[config.mk]
export PLATFORM = sky130hd
export DESIGN_NAME = fnd_scan_controller
export DESIGN_NICKNAME = d
export VERILOG_FILES = /design/src/rtl/fnd_pkg.sv /design/src/rtl/fnd_prescaler.sv /design/src/rtl/fnd_scan_controller.sv
export SDC_FILE = /design/constraint.sdc
export NUM_CORES = 1
export LEC_CHECK = 0
export CAP_MARGIN = 0
export CORE_MARGIN = 3
export CORE_UTILIZATION = 40
export DETAILED_ROUTE_END_ITERATION = 8
export DONT_BUFFER_PORTS = 1
export RECOVER_POWER = 100
export SLEW_MARGIN = 10
export SYNTH_ARGS = -nofsm -noshare
export SYNTH_HDL_FRONTEND = slang
export SYNTH_SLANG_ARGS = --single-unit
[constraint.sdc]
create_clock -name i_clk -period 2.05 [get_ports i_clk]
set_input_delay 0.41 -clock i_clk [delete_from_list [all_inputs] [get_ports i_clk]]
set_output_delay 0.41 -clock i_clk [all_outputs]
set_load 0.1 [all_outputs]
[src/rtl/fnd_pkg.sv]
// Shared constants and types for the seven-segment (FND) display scan path.
// The downstream digit-select decoder also reuses these.
package fnd_pkg;

    localparam int NUM_DIGITS        = 4;
    localparam int DIGIT_W           = 2;
    localparam int BCD_W             = 4;
    localparam int DEFAULT_DIV_COUNT = 100000;

    typedef logic [DIGIT_W-1:0] digit_t;
    typedef logic [BCD_W-1:0]   bcd_t;

endpackage

[src/rtl/fnd_prescaler.sv]
// Free-running divider for the digit slots.
// It counts 0..DIV_COUNT-1 and raises tick for the last count of each slot.
module fnd_prescaler #(
    parameter int DIV_COUNT = 100000
) (
    input  logic clk,
    input  logic rst_n,
    output logic tick
);

    localparam int CNT_W = $clog2(DIV_COUNT);

    logic [CNT_W-1:0] count;

    assign tick = (count == CNT_W'(DIV_COUNT - 1));

    always_ff @(posedge clk or negedge rst_n) begin
        if (!rst_n) begin
            count <= '0;
        end else if (tick) begin
            count <= '0;
        end else begin
            count <= count + 1'b1;
        end
    end

endmodule

[src/rtl/fnd_scan_controller.sv]
// Four-digit multiplexed BCD display scanner. The optional leading-zero
// blanking feature is enabled by defining FND_LEADING_ZERO_BLANK_EN.
module fnd_scan_controller
    import fnd_pkg::*;
#(
    parameter int DIV_COUNT = DEFAULT_DIV_COUNT
) (
    input  logic                        i_clk,
    input  logic                        i_rst_n,
    input  logic [NUM_DIGITS*BCD_W-1:0] i_value,
    input  logic                        i_dispOff,
    output logic [DIGIT_W-1:0]          o_digitSelect,
    output logic [BCD_W-1:0]            o_bcd,
    output logic                        o_blank,
    output logic                        o_tick
);

    digit_t                      digit;
    logic [NUM_DIGITS*BCD_W-1:0] snapshot;
    logic                        tick;

    fnd_prescaler #(
        .DIV_COUNT(DIV_COUNT)
    ) u_prescaler (
        .clk  (i_clk),
        .rst_n(i_rst_n),
        .tick (tick)
    );

    // Capture a new value only at the frame boundary, so a frame never shows a mix of two values.
    always_ff @(posedge i_clk or negedge i_rst_n) begin
        if (!i_rst_n) begin
            digit    <= '0;
            snapshot <= '0;
        end else if (tick) begin
            digit <= digit + 1'b1;
            if (digit == digit_t'(NUM_DIGITS - 1)) begin
                snapshot <= i_value;
            end
        end
    end

    always_comb begin
        o_bcd = '0;
        for (int i = 0; i < NUM_DIGITS; i++) begin
            if (digit == digit_t'(i)) begin
                o_bcd = snapshot[i*BCD_W +: BCD_W];
            end
        end
    end

`ifdef FND_LEADING_ZERO_BLANK_EN
    logic lz_blank;
    logic upper_zero;

    // Walk down from the top digit; upper_zero means all nibbles from i up to 3 are zero.
    always_comb begin
        lz_blank   = 1'b0;
        upper_zero = 1'b1;
        for (int i = NUM_DIGITS - 1; i >= 1; i--) begin
            upper_zero = upper_zero & (snapshot[i*BCD_W +: BCD_W] == '0);
            if (digit == digit_t'(i) && upper_zero) begin
                lz_blank = 1'b1;
            end
        end
    end

    assign o_blank = i_dispOff | lz_blank;
`else
    assign o_blank = i_dispOff;
`endif

    assign o_digitSelect = digit;
    assign o_tick        = tick;

endmodule

==> run_results.csv <==
group,metric,value,unit
sta,min_period,2.16,ns
worst_setup_path,critical_path_class,"flop to primary output",
placed_design,port_buffers,0,
worst_setup_path,worst-r2r-cell-count,5,
power_and_ir_drop,cellPowerDensity,617,nW/um^2
grt,overflow,0,
detailed_routing,drtIter0Drc,40,
detailed_routing,vias,1132,
detailed_routing,drcViolationCount,0,
cells_and_area,layoutNonFillerInstCount,218,
worst_setup_path,critPathArrivalTime,1.75,ns
clocking,cts_buffers,5,
cells_and_area,fin_nets,191,
floorplan,fp.dieW,71.3,um
sta,fin_crit_sh,105,%
placed_design,place_area,2020,sq um
floorplan,core,4060,sq um
sta,drv_slew,0,
synth,ys_top_cells_by_area,"dfrtp_1 51%, mux2_4 8.8%, xnor2_1 5.7%",
synth,yosys_warnings,0,
placed_design,place_inst,199,
sta,setup_tns,-0.370,ns
detailed_routing,wl_per_cell,15.3,um
synth,yosysTopAreaCell,"dfrtp_1",
clocking,clk_path_buf_depth,2,
grt,grt_pass1_vias,1260,
power_and_ir_drop,p_int,1.06,mW
placed_design,gp_congestion,0.867,
floorplan,dieArea,5080,sq um
placed_design,dp_hpwl,2320,um
synth,synth_area_per_cell,12.0,sq um
power_and_ir_drop,finalPower,1.36,mW
sta,fin_ws,-0.108,ns
status,violations,"setup timing",
worst_setup_path,crit_family,"flip-flops",
flow_run,drv_cap,0,
floorplan,start_util,42.0,%
synth,ys_top_cells_by_count,"35 x dfrtp_1, 12 x nand2_1, 11 x xnor2_1, 10 x mux2_4, 7 x nor2_1",
worst_setup_path,path_buf_inv,2,
clocking,cts_max_level,2,
worst_setup_path,path_cells,"inv_4, ha_4, nor2b_4, a221oi_2, o31ai_4, buf_12",
floorplan,ios,27,
worst_setup_path,worstSetupStartpointType,"flop",
clocking,clk_latency,0.28,ns
detailed_routing,antenna_left,0,
synth,synth_seq_cells,35,
cells_and_area,design_area,2200,sq um
worst_setup_path,r2r-start,"u_prescaler.count[13]",
worst_setup_path,reg2reg_slack,0.06,ns
cells_and_area,synthToLayoutAreaGrowth,29.1,%
hold_path,whs_path_depth,1,
grt,grt_max_degree,36,
worst_setup_path,regToRegEndpoint,"snapshot[6]",
worst_setup_path,cpMaxStageDelayCell,"dfrtp_4",
sta,finalHoldViolations,0,
sta,timing.fmax,463,MHz
sta,fin_hold_ws,0.269,ns
floorplan,die_y,71.3,um
synth,synth_flop_cell,"dfrtp_1",
synth,netlist.area_leader.share,51.4,%
hold_path,worstHoldPathType,"primary input to flop",
synth,synthesis.area,1700,sq um
hold_path,hp-start,"i_value[4]",
grt,grt.total_usage,14.8,%
worst_setup_path,end_kind,"primary output",
cells_and_area,fin_util,54.2,%
power_and_ir_drop,sw_frac_of_total,22.2,%
sta,rsz0062_at_grt,"yes",
clocking,root_buffer,"clkbuf_8",
synth,synth_cells,142,
cells_and_area,n_antenna_cell,0,
placed_design,post-place-ws,0.0763,ns
clocking,clk_transition_reported_paths,0.07,ns
power_and_ir_drop,p_switching,301,uW
synth,synth.distinct_cells,32,
detailed_routing,vias_per_cell,5.19,
clocking,cts.sinks,35,
sta,final-setup-viol-count,5,
synth,synth_most_common_cell,"dfrtp_1",
detailed_routing,wl,3330,um
grt,antenna_found_initial,0,
synth,synth_nets,166,
worst_setup_path,critPathMaxStageDelay,0.51,ns
clocking,cts_tree,"yes",
worst_setup_path,path_max_fanout,6,
hold_path,min_to,"snapshot[4]",
worst_setup_path,required,1.64,ns
sta,final.setup_skew,0.00680,ns
power_and_ir_drop,combPwrFrac,7.3,%
cells_and_area,drive_above_1_share,38.7,%
synth,postSynth.asyncResetShare,100,%
power_and_ir_drop,vdd_ir_drop_max,0.387,mV
power_and_ir_drop,power.leakage,0.927,nW
sta,slew_headroom,43.2,%
power_and_ir_drop,seqPwrFrac,52.9,%
sta,tightest_slew,0.852,ns
status,status,"finished with violations",
synth,synth_edf_count,0,
power_and_ir_drop,clkPwrFrac,39.8,%
synth,ys_seq_area_share,51.4,%
detailed_routing,drt-pass1-iter-count,4,
grt,grt_pass1_wl,5900,um
floorplan,fp-row-count,23,
[power by group through the flow]
| stage | Clock, mW | Combinational (mW) | Sequential, mW |
|---|---|---|---|
| detailed placement | 0 | 0.0851 | 0.730 |
| global placement | 0 | 0.0845 | 0.729 |
| global route | 0.591 | 0.106 | 0.719 |
| CTS | 0.562 | 0.105 | 0.716 |
| finish | 0.540 | 0.0994 | 0.717 |
| floorplan | 0 | 0.0729 | 0.727 |
[metal layers]
| layer | wire [um] | GRT usage, % | vias up |
|---|---|---|---|
| met2 | 1700 | 24.0 | 21 |
| met4 | 47 | 7.10 | 0 |
| li1 | - | - | 556 |
| met3 | 152 | 4.21 | 5 |
| met1 | 1430 | 18.1 | 550 |
| met5 | 0 | 0 | - |
[sequential cells by signal, indices dropped and copies added (netlist names)]
| register | count |
|---|---|
| o_digitSelect | 2 |
| snapshot | 16 |
| u_prescaler.count | 17 |
[logic make-up after synthesis]
group,after synthesis,share of synthesized area (%)
multiplexers,16,12.8
AO/OA/AOI/OAI,16,5.80
buffers and inverters,6,1.98
flip-flops,35,51.4
adder cells (fa/ha/maj),5,3.67
AND/OR/NAND/NOR,51,17.7
XOR/XNOR,13,6.68
[how the worst max path moves through the flow]
stage / startpoint / end / cells past startpoint
after floorplan: o_digitSelect[0] / o_bcd[0] / 5
after global placement: u_prescaler.count[1] / o_tick / 5
after detailed placement: o_digitSelect[0] / o_bcd[1] / 4
after CTS: o_digitSelect[1] / o_bcd[1] / 6
after global routing: o_digitSelect[1] / o_bcd[0] / 6
final: o_digitSelect[1] / o_bcd[1] / 6
[final cells by class]
type | count | area (sq um)
fill | 356 | 1860
multi-input combinational | 101 | 931
sequential | 35 | 883
timing repair buffer | 22 | 210
clock buffer | 8 | 100
tap | 50 | 62.6
inverter | 2 | 12.5
[timing repair]
item	4_1_cts	5_1_grt
hold buffers	2	0
gates resized for setup	2	5
hold endpoints to repair	35	0
pin swaps	4	2
setup buffers	8	1
setup endpoints to repair	5	21
[cells in the final DEF (no fill, tap or decap), types with 2 or more instances in the layout]
master / Yosys / routed
dfrtp_4: 0 / 2
nand3_1: 5 / 5
nor2_1: 7 / 7
clkbuf_2: 0 / 2
clkbuf_1: 1 / 5
nor2b_2: 0 / 2
xor2_1: 2 / 2
buf_4: 1 / 7
a21oi_1: 5 / 3
buf_12: 0 / 5
nand4_1: 6 / 6
nor3_1: 2 / 2
clkbuf_8: 0 / 7
clkbuf_4: 0 / 3
ha_2: 0 / 2
inv_4: 0 / 2
o21ai_0: 5 / 4
dfrtp_1: 35 / 33
mux2_4: 10 / 10
a221oi_2: 0 / 3
nand2_1: 12 / 12
nor2b_1: 5 / 2
mux2_2: 6 / 6
xnor2_1: 11 / 11
ha_4: 0 / 2
nor4_4: 1 / 2
a21oi_2: 0 / 2
o31ai_4: 0 / 3
and4_1: 2 / 2
or3_1: 3 / 3
(Power assumes the default switching activity.)
